--- src/rtl/ping_trigger_seq_pkg.sv ---
// Shared types and default timing for the SRF04 ping sequencer.
package ping_trigger_seq_pkg;

    typedef enum logic [2:0] {
        S_IDLE      = 3'd0,
        S_TRIG      = 3'd1,
        S_WAIT_RISE = 3'd2,
        S_WAIT_FALL = 3'd3,
        S_HOLDOFF   = 3'd4
    } state_t;

    typedef enum logic [1:0] {
        ERR_OK     = 2'b00,
        ERR_NORISE = 2'b01,
        ERR_LONG   = 2'b10,
        ERR_STUCK  = 2'b11
    } err_t;

    localparam int unsigned DEF_CNT_W    = 22;
    localparam int unsigned DEF_TRIG_CYC = 500;
    localparam int unsigned DEF_RISE_TMO = 25000;
    localparam int unsigned DEF_ECHO_TMO = 1900000;
    localparam int unsigned DEF_HOLDOFF  = 2500000;

endpackage

--- src/rtl/ping_trigger_seq_if.sv ---
// Sensor-side and status signals of the ping sequencer; slave = sequencer.
interface ping_trigger_seq_if;

    logic       enable;
    logic       echoin;
    logic       trig;
    logic       echo_gated;
    logic       busy;
    logic       meas_done;
    logic       timeout;
    logic [1:0] err_code;

    modport slave (
        input  enable, echoin,
        output trig, echo_gated, busy, meas_done, timeout, err_code
    );

    modport master (
        output enable, echoin,
        input  trig, echo_gated, busy, meas_done, timeout, err_code
    );

endinterface

--- src/rtl/ping_sync2.sv ---
// Two-flop synchroniser for the raw echo line; resets to 0.
module ping_sync2 (
    input  logic clk,
    input  logic rst_n,
    input  logic i_d,
    output logic o_q
);

    logic r_meta;
    logic r_sync;

    always_ff @(posedge clk or negedge rst_n) begin
        if (!rst_n) begin
            r_meta <= 1'b0;
            r_sync <= 1'b0;
        end else begin
            r_meta <= i_d;
            r_sync <= r_meta;
        end
    end

    assign o_q = r_sync;

endmodule

--- src/rtl/ping_trigger_seq.sv ---
// SRF04 measurement sequencer: issues trig, windows the synchronised echo,
// and enforces rise/echo/stuck timeouts plus the holdoff between pings.
module ping_trigger_seq
    import ping_trigger_seq_pkg::*;
#(
    parameter int unsigned CNT_W    = DEF_CNT_W,
    parameter int unsigned TRIG_CYC = DEF_TRIG_CYC,
    parameter int unsigned RISE_TMO = DEF_RISE_TMO,
    parameter int unsigned ECHO_TMO = DEF_ECHO_TMO,
    parameter int unsigned HOLDOFF  = DEF_HOLDOFF
) (
    input  logic              clk,
    input  logic              rst_n,
    ping_trigger_seq_if.slave bus
);

    localparam logic [CNT_W-1:0] L_TRIG_END = CNT_W'(TRIG_CYC - 1);
    localparam logic [CNT_W-1:0] L_RISE_END = CNT_W'(RISE_TMO - 1);
    localparam logic [CNT_W-1:0] L_ECHO_END = CNT_W'(ECHO_TMO - 1);
    localparam logic [CNT_W-1:0] L_HOLD_END = CNT_W'(HOLDOFF - 1);

    state_t           r_state;
    state_t           w_next;
    logic [CNT_W-1:0] r_cnt;
    logic             w_cnt_clr;
    logic             w_echo_s;
    logic             r_echo_d;
    logic             w_rise;
    logic             w_fall;
    logic             w_done;
    logic             w_tmo;
    err_t             w_err;
    logic             r_trig;
    logic             r_gated;
    logic             r_done;
    logic             r_tmo;
    err_t             r_err;

    ping_sync2 u_sync (
        .clk   (clk),
        .rst_n (rst_n),
        .i_d   (bus.echoin),
        .o_q   (w_echo_s)
    );

    always_ff @(posedge clk or negedge rst_n) begin
        if (!rst_n) r_echo_d <= 1'b0;
        else        r_echo_d <= w_echo_s;
    end

    assign w_rise = w_echo_s & ~r_echo_d;
    assign w_fall = ~w_echo_s & r_echo_d;

    always_comb begin
        w_next    = r_state;
        w_cnt_clr = 1'b0;
        w_done    = 1'b0;
        w_tmo     = 1'b0;
        w_err     = ERR_OK;
        unique case (r_state)
            S_IDLE: begin
                // In IDLE the counter only measures consecutive stuck-high cycles
                if (bus.enable && !w_echo_s) begin
                    w_next = S_TRIG;
                end else if (bus.enable) begin
                    if (r_cnt == L_HOLD_END) begin
                        w_tmo     = 1'b1;
                        w_err     = ERR_STUCK;
                        w_cnt_clr = 1'b1;
                    end
                end else begin
                    w_cnt_clr = 1'b1;
                end
            end
            S_TRIG: begin
                if (r_cnt == L_TRIG_END) w_next = S_WAIT_RISE;
            end
            S_WAIT_RISE: begin
                if (w_rise) begin
                    w_next = S_WAIT_FALL;
                end else if (r_cnt == L_RISE_END) begin
                    w_tmo  = 1'b1;
                    w_err  = ERR_NORISE;
                    w_next = S_HOLDOFF;
                end
            end
            S_WAIT_FALL: begin
                // Checking the edge first lets a fall on the last cycle win over the timeout
                if (w_fall) begin
                    w_done = 1'b1;
                    w_err  = ERR_OK;
                    w_next = S_HOLDOFF;
                end else if (r_cnt == L_ECHO_END) begin
                    w_tmo  = 1'b1;
                    w_err  = ERR_LONG;
                    w_next = S_HOLDOFF;
                end
            end
            S_HOLDOFF: begin
                if (r_cnt == L_HOLD_END) w_next = S_IDLE;
            end
            default: w_next = S_IDLE;
        endcase
        if (w_next != r_state) w_cnt_clr = 1'b1;
    end

    always_ff @(posedge clk or negedge rst_n) begin
        if (!rst_n) begin
            r_state <= S_IDLE;
            r_cnt   <= '0;
        end else begin
            r_state <= w_next;
            r_cnt   <= w_cnt_clr ? '0 : r_cnt + CNT_W'(1);
        end
    end

    // Outputs are registered from the next state so trig spans exactly the TRIG state
    always_ff @(posedge clk or negedge rst_n) begin
        if (!rst_n) begin
            r_trig  <= 1'b0;
            r_gated <= 1'b0;
            r_done  <= 1'b0;
            r_tmo   <= 1'b0;
            r_err   <= ERR_OK;
        end else begin
            r_trig  <= (w_next == S_TRIG);
            r_gated <= (w_next == S_WAIT_FALL) && w_echo_s;
            r_done  <= w_done;
            r_tmo   <= w_tmo;
            if (w_done || w_tmo) r_err <= w_err;
        end
    end

    assign bus.trig       = r_trig;
    assign bus.echo_gated = r_gated;
    assign bus.busy       = (r_state != S_IDLE);
    assign bus.meas_done  = r_done;
    assign bus.timeout    = r_tmo;
    assign bus.err_code   = r_err;

endmodule

--- src/flat_wrapper.sv ---
// flat-port wrapper written by rule: the top's interface ports become plain ports
module ping_trigger_seq_flat import ping_trigger_seq_pkg::*;
#(
    parameter int unsigned CNT_W    = DEF_CNT_W,
    parameter int unsigned TRIG_CYC = DEF_TRIG_CYC,
    parameter int unsigned RISE_TMO = DEF_RISE_TMO,
    parameter int unsigned ECHO_TMO = DEF_ECHO_TMO,
    parameter int unsigned HOLDOFF  = DEF_HOLDOFF
)
  (clk, rst_n, bus_enable, bus_echoin, bus_trig, bus_echo_gated, bus_busy, bus_meas_done, bus_timeout, bus_err_code);
  ping_trigger_seq_if bus_i ();
  input  logic clk;
  input  logic rst_n;
  input wire logic [$bits(bus_i.enable)-1:0] bus_enable;
  input wire logic [$bits(bus_i.echoin)-1:0] bus_echoin;
  output wire logic [$bits(bus_i.trig)-1:0] bus_trig;
  output wire logic [$bits(bus_i.echo_gated)-1:0] bus_echo_gated;
  output wire logic [$bits(bus_i.busy)-1:0] bus_busy;
  output wire logic [$bits(bus_i.meas_done)-1:0] bus_meas_done;
  output wire logic [$bits(bus_i.timeout)-1:0] bus_timeout;
  output wire logic [$bits(bus_i.err_code)-1:0] bus_err_code;
  assign bus_i.enable = bus_enable;
  assign bus_i.echoin = bus_echoin;
  assign bus_trig = bus_i.trig;
  assign bus_echo_gated = bus_i.echo_gated;
  assign bus_busy = bus_i.busy;
  assign bus_meas_done = bus_i.meas_done;
  assign bus_timeout = bus_i.timeout;
  assign bus_err_code = bus_i.err_code;
  ping_trigger_seq #(.CNT_W(CNT_W), .TRIG_CYC(TRIG_CYC), .RISE_TMO(RISE_TMO), .ECHO_TMO(ECHO_TMO), .HOLDOFF(HOLDOFF)) u_core (.clk(clk), .rst_n(rst_n), .bus(bus_i));
endmodule
--- config.mk ---
export PLATFORM = sky130hd
export DESIGN_NAME = ping_trigger_seq_flat
export DESIGN_NICKNAME = d
export VERILOG_FILES = /design/src/rtl/ping_trigger_seq_pkg.sv /design/src/rtl/ping_trigger_seq_if.sv /design/src/rtl/ping_sync2.sv /design/src/rtl/ping_trigger_seq.sv /design/src/flat_wrapper.sv
export SDC_FILE = /design/constraint.sdc
export NUM_CORES = 1
export LEC_CHECK = 0
export ABC_AREA = 1
export BUFFER_PORTS_ARGS = -buffer_cell sky130_fd_sc_hd__buf_2
export CAP_MARGIN = 20
export CORE_MARGIN = 1.5
export CORE_UTILIZATION = 59
export CTS_BUF_LIST = sky130_fd_sc_hd__clkbuf_8
export DETAILED_ROUTE_END_ITERATION = 8
export GPL_ROUTABILITY_DRIVEN = 0
export GPL_TIMING_DRIVEN = 0
export HOLD_SLACK_MARGIN = 0.08
export PLACE_DENSITY = 0.77
export SYNTH_ARGS = -nofsm -noshare
export SYNTH_HDL_FRONTEND = slang
export SYNTH_SLANG_ARGS = --single-unit
--- constraint.sdc ---
create_clock -name clk -period 5.3 [get_ports clk]
set_clock_uncertainty 0.05 [all_clocks]
set_input_delay 0.795 -clock clk [delete_from_list [all_inputs] [get_ports clk]]
set_output_delay 0.795 -clock clk [all_outputs]
set_load 0.03 [all_outputs]
# ---- After elaboration in Yosys (flattened, before gate mapping)
# Index checks and enable logic that the tools add are counted.
# Widths: inputs -> output; s select.
dict set report totals {
  reg_bits 34
  inputBits 4
  output_inout_bits 7
  wordCells 63
}
dict set report op_classes {
  addsub 1
  eq_ne 11
  muxes 31
  n_bitwise 4
  n_reduce_logical 6
}
# op n
set ops {}
lappend ops {{$add 22x1->22 const B} 1}
lappend ops {{$eq 22x15->1 const B} 1}
lappend ops {{$eq 22x21->1 const B} 1}
lappend ops {{$eq 22x22->1 const B} 1}
lappend ops {{$eq 22x9->1 const B} 1}
lappend ops {{$mux 22} 1}
lappend ops {{$mux 3} 7}
lappend ops {{$pmux 3 s5} 1}
lappend ops {{$mux 1} 14}
lappend ops {{$mux 2} 6}
lappend ops {{$eq 3x2->1 const B} 3}
lappend ops {{$eq 3x1->1 const B} 2}
lappend ops {{$pmux 2 s3} 1}
lappend ops {{$eq 3x3->1 const B} 1}
lappend ops {{$logic_not 3->1} 1}
lappend ops {{$ne 3x3->1} 1}
lappend ops {{$pmux 1 s3} 1}
lappend ops {{$reduce_bool 3->1} 1}
lappend ops {{$and 1x1->1} 2}
lappend ops {{$logic_and 1x1->1} 2}
lappend ops {{$not 1->1} 2}
lappend ops {{$logic_not 1->1} 1}
lappend ops {{$logic_or 1x1->1} 1}

# ---- Longest topological paths before layout
dict set report depth {
  depth_word 7
  ltp_mapped 13
  depth_no_buf 12
}

# ---- Cells and area by module
# A second synthesis with hierarchy kept.
dict set report unflattened {
  cells_unflattened 282
  hier_area_um2 2163.3
}
# module instances cells_per_inst area_per_inst_um2 seq_area_each_um2
set modules_own_cells {}
lappend modules_own_cells {ping_trigger_seq 1 280 2113.3 800.8}
lappend modules_own_cells {ping_sync2 1 2 50.0 50.0}

# ---- Least setup slack after synthesis
# OpenSTA, ideal clock, no wires.
dict set report synth_path {
  path_type {flip-flop to flip-flop}
  start {register u_core.r_cnt[0]}
  end {register u_core.r_cnt[14]}
  setup_ns 0.122
  arrival_ns 1.646
  required_ns 5.128
  path_slack_ns 3.482
  path_stages_with_launch 12
  path_buffers 1
  period_less_slack_ns 1.818
  cell_sequence {dfrtp_1 > ha_1 > nand2_2 > nor2_4 > nand3_2 > nor2_4 > nand2_2 > nand2_4 > nand3_4 > o21bai_4 > buf_12 > nor3_2}
}
dict set report synth_via {
  elab_chain_len 7
  word_cells_on_any_way 19
  classes_between {1 x add/sub; 5 x eq/ne; 13 x mux}
}
# element line
set synth_rtl {}
lappend synth_rtl {{start, declared} ping_trigger_seq.sv:24} ;# logic [CNT_W-1:0] r_cnt;
lappend synth_rtl {{start signal, assigned} ping_trigger_seq.sv:113} ;# r_cnt <= w_cnt_clr ? '0 : r_cnt + CNT_W'(1);
lappend synth_rtl {{$eq 22x21->1 or $eq 22x15->1 (tied branches)} {ping_trigger_seq.sv:93, ping_trigger_seq.sv:81}}
lappend synth_rtl {{$mux 3 (on tied branches)} {ping_trigger_seq.sv:93, ping_trigger_seq.sv:81}}
lappend synth_rtl {{$mux 3 (on tied branches)} {ping_trigger_seq.sv:89, ping_trigger_seq.sv:79}}
lappend synth_rtl {{$pmux 3 s5 *} ping_trigger_seq.sv:60} ;# unique case (r_state)
lappend synth_rtl {{net u_core.w_next[0]} ping_trigger_seq.sv:23} ;# state_t w_next;
lappend synth_rtl {{$ne 3x3->1 *} ping_trigger_seq.sv:104} ;# if (w_next != r_state) w_cnt_clr = 1'b1;
lappend synth_rtl {{$mux 1 *} ping_trigger_seq.sv:104}
lappend synth_rtl {{$mux 22 *} ping_trigger_seq.sv:113}
# The timed path passes the listed nets; every way through them passes the cells marked *.
# A chain may end at the register's enable or synchronous reset.

# ---- Worst setup path after layout
dict set report layout_path {
  start {register u_core.r_cnt[0]}
  end {register u_core.r_cnt[7]}
}
# Same word-level chain as after synthesis.

==> impl_metrics.json <==
{
  "drive_gt1_share_pct": 28.3,
  "clock_tree.htree_level_count": 2,
  "cap_viol_max_count": 0,
  "netlist-cell-type-count": 29,
  "synthesis.area_sq_um": 2330,
  "cts-hold-fix-buffers": 0,
  "cts_resizes": 0,
  "clock-sinks": 34,
  "fill_cell_count": 317,
  "ys_seq_area_share_pct": 36.5,
  "gr-max-usage-layer": "met2",
  "setup_viol_count_final": 0,
  "setup_tns_ns": 0,
  "most_used_cells_in_the_layout_excluding_fill_and_tap_cells": "sky130_fd_sc_hd__nand2_1, sky130_fd_sc_hd__nor2_1, sky130_fd_sc_hd__dfrtp_1",
  "crit_path_cell_trace": "ha_1 -> nand2_2 -> nor2_4 -> nand3_2 -> nor2_4 -> nand2_2 -> nand2_4 -> nand3_4 -> o21bai_4 -> buf_12 -> nor3_2",
  "place.port_buffers": 10,
  "final_max_slew_viol_count": 0,
  "worst_slew_pin_slew_ns": 0.738,
  "met3_usage_pct": 8.18,
  "sequentialPowerShare_pct": 56.4,
  "cts_made_buffers": 5,
  "placed_cells": 333,
  "layout_commonest_cell": "sky130_fd_sc_hd__nand2_1",
  "maximum_number_of_pins_on_one_net_before_global_route_repair": 35,
  "die_x_um": 65.9,
  "critical-path-max-stage-delay_ns": 0.39,
  "startpoint_type": "register",
  "final_cell_count_no_fill": 341,
  "wp_data_arrival_ns": 2.22,
  "cts_buffer_depth": 2,
  "slew_headroom_pct": 50.8,
  "synth-edff-count": 0,
  "route.final.wire_length_um": 4670,
  "track_usage_pct": 24.9,
  "worstHoldPathType": "reg -> reg",
  "ioPinCount": 11,
  "post_drt_via_cell_ratio": 5.35,
  "post_route_clock_period_utilization_pct": 39.4,
  "rr_startpoint": "u_core.r_cnt[0]$_DFF_PN0_",
  "antenna-diode-count": 0,
  "reg2regPathDepth": 11,
  "grt_pass1_wl_um": 8160,
  "insertion_delay_ns": 0.29,
  "r2r-end": "u_core.r_cnt[7]$_DFF_PN0_",
  "worst-path-buf-inv": 1,
  "tritoncts": "built",
  "via_count": 1823,
  "post_drt_wl_per_cell_um": 13.7,
  "drt_drc_violations_left": 0,
  "cell_internal_pwr_mw": 0.365,
  "drtAntennaViolNets": 0,
  "nNetsFinal": 297,
  "floorplan.core_area_sq_um": 3720,
  "end_kind": "register",
  "dieArea_sq_um": 4340,
  "clock.fmax_mhz": 479,
  "hold_violations": 0,
  "global_route.usage.met2_pct": 37.4,
  "ys.flop_type": "sky130_fd_sc_hd__dfrtp_1",
  "area_growth_syn_to_layout_pct": 8.63,
  "detailedRoute.firstPassIterationCount": 5,
  "finalCriticalPeriod_ns": 2.09,
  "power.combinational.fraction_pct": 1.6,
  "gr-usage-met1_pct": 34.2,
  "cts_root_buffer": "sky130_fd_sc_hd__clkbuf_8",
  "count_of_mapped_cells_out_of_synthesis": 275,
  "leakage_power_figure_nw": 1.10,
  "synth-warning-count": 0,
  "power.share.clock_pct": 42.0,
  "required_time_reported_for_the_critical_path_endpoint_ns": 5.43,
  "async_reset_ff_share_pct": 100,
  "cp_top_family": "simple AND/OR/NAND/NOR gates",
  "crit_end": "u_core.r_cnt[7]$_DFF_PN0_",
  "synth.net_count": 280,
  "status": "finished clean",
  "critPathSlowestCell": "sky130_fd_sc_hd__dfrtp_1",
  "critical_path_peak_fanout": 10,
  "post_cts.repair.setup_buffers": 0,
  "dp.final_hpwl_um": 3560,
  "ys_ff_latch": 34,
  "floorplan.initialDensity_pct": 62.8,
  "critical_path.startpoint": "u_core.r_cnt[0]$_DFF_PN0_",
  "setup_repair_after_global_routing_missed_its_margin": "no",
  "final-seq-area_sq_um": 851,
  "power.switching_fraction_pct": 21.4,
  "worst_setup_path_category": "reg -> reg",
  "multi_input_comb_area_sq_um": 1270,
  "reg2reg_slack_ns": 3.21,
  "via_count_of_the_first_global_routing_pass": 1801,
  "cts.reportedPaths.clkPinSlew_ns": 0.07,
  "initial_antenna_violation_count": 0,
  "powerDensity_nw_per_um2": 183,
  "placementRows": 22,
  "synthesis.area_per_instance_sq_um": 8.49,
  "maximum_resistive_drop_on_vdd_uv": 157,
  "net-switching-power_mw": 0.0993,
  "grt-ovfl-total": 0,
  "die_y_um": 65.9,
  "detail_route.iter0.violations": 135,
  "critical_path_cell_count": 11
}
worst register-to-register path: cells and delay by family, from the launching register on:
kind | cells | cell delay [ns]
adder cells (fa/ha/maj) | 1 | 0.37
AO/OA/AOI/OAI | 1 | 0.25
AND/OR/NAND/NOR | 8 | 0.73
buffers and inverters | 1 | 0.18
flip-flops | 1 | 0.39
state kept, by name, indices dropped and copies added (netlist names):
signal and flops:
u_core.u_sync.o_q 1, u_core.bus.timeout 1, u_core.r_echo_d 1, u_core.bus.meas_done 1
u_core.u_sync.r_meta 1, u_core.bus.err_code 2, u_core.r_cnt 22, u_core.bus.echo_gated 1
u_core.r_state 3, u_core.bus.trig 1
logic make-up (layout without fill, tap and decap cells):
logic type,after synthesis,after routing,synth area share (%)
buffers and inverters,44,62,9.28
flip-flops,34,34,36.5
XOR/XNOR,19,19,7.13
AO/OA/AOI/OAI,8,8,3.00
AND/OR/NAND/NOR,169,169,43.6
adder cells (fa/ha/maj),1,1,0.536
power by group through the flow:
stage | Sequential, mW | Combinational [mW] | Clock, mW
floorplan | 0.266 | 0.00131 | 0
global placement | 0.267 | 0.00766 | 0
detailed placement | 0.267 | 0.00778 | 0
CTS | 0.262 | 0.00777 | 0.197
global route | 0.262 | 0.00906 | 0.210
finish | 0.262 | 0.00742 | 0.195
worst min path at each step:
stage	from	to	depth (start not counted)
final	u_core.u_sync.r_meta$_DFF_PN0_	u_core.u_sync.o_q$_DFF_PN0_	0
after CTS	u_core.u_sync.r_meta$_DFF_PN0_	u_core.u_sync.o_q$_DFF_PN0_	0
after detailed placement	u_core.u_sync.r_meta$_DFF_PN0_	u_core.u_sync.o_q$_DFF_PN0_	0
after global placement	u_core.u_sync.r_meta$_DFF_PN0_	u_core.u_sync.o_q$_DFF_PN0_	0
after floorplan	u_core.u_sync.r_meta$_DFF_PN0_	u_core.u_sync.o_q$_DFF_PN0_	0
after global routing	u_core.u_sync.r_meta$_DFF_PN0_	u_core.u_sync.o_q$_DFF_PN0_	0
area by class of cell:
type	count	area share (%)
buffer	7	3.06
clock buffer	6	3.26
clock inverter	2	0.346
inverter	37	5.48
multi-input combinational	197	50.0
sequential	34	33.6
tap	48	2.37
timing repair buffer	10	1.97
Yosys cell counts, types with 5 or more instances:
cell type | number | area share, %
sky130_fd_sc_hd__nand2_1 | 38 | 6.1
sky130_fd_sc_hd__nor2_1 | 35 | 5.6
sky130_fd_sc_hd__dfrtp_1 | 34 | 36
sky130_fd_sc_hd__inv_1 | 32 | 5.1
sky130_fd_sc_hd__nor3_2 | 23 | 9.9
sky130_fd_sc_hd__nand3_1 | 18 | 3.9
sky130_fd_sc_hd__xor2_1 | 13 | 4.9
sky130_fd_sc_hd__nand4_1 | 11 | 2.9
sky130_fd_sc_hd__nor3_1 | 11 | 2.4
sky130_fd_sc_hd__nor2_2 | 7 | 1.9
sky130_fd_sc_hd__nor2_4 | 7 | 3.4
sky130_fd_sc_hd__xnor2_1 | 6 | 2.3
sky130_fd_sc_hd__inv_2 | 5 | 0.80
sky130_fd_sc_hd__nand2_2 | 5 | 1.3
per-layer routing:
layer / wire length, um / up-vias
li1: - / 928
met1: 2270 / 849
met2: 2100 / 39
met3: 250 / 7
met4: 48 / 0
met5: 0 / -
through the flow:
stage	util, %	power [mW]	area, sq um	setup WS [ns]	hold WS [ns]
floorplan	-	0.268	2330	3.48	0.281
global placement	65.8	0.274	2440	3.25	0.291
detailed placement	65.8	0.274	2440	3.23	0.292
CTS	68.2	0.467	2530	3.20	0.307
global route	68.2	0.480	2530	3.09	0.318
finish	68.2	0.464	2530	3.21	0.304
No activity file was read; power rests on OpenSTA's default activity.
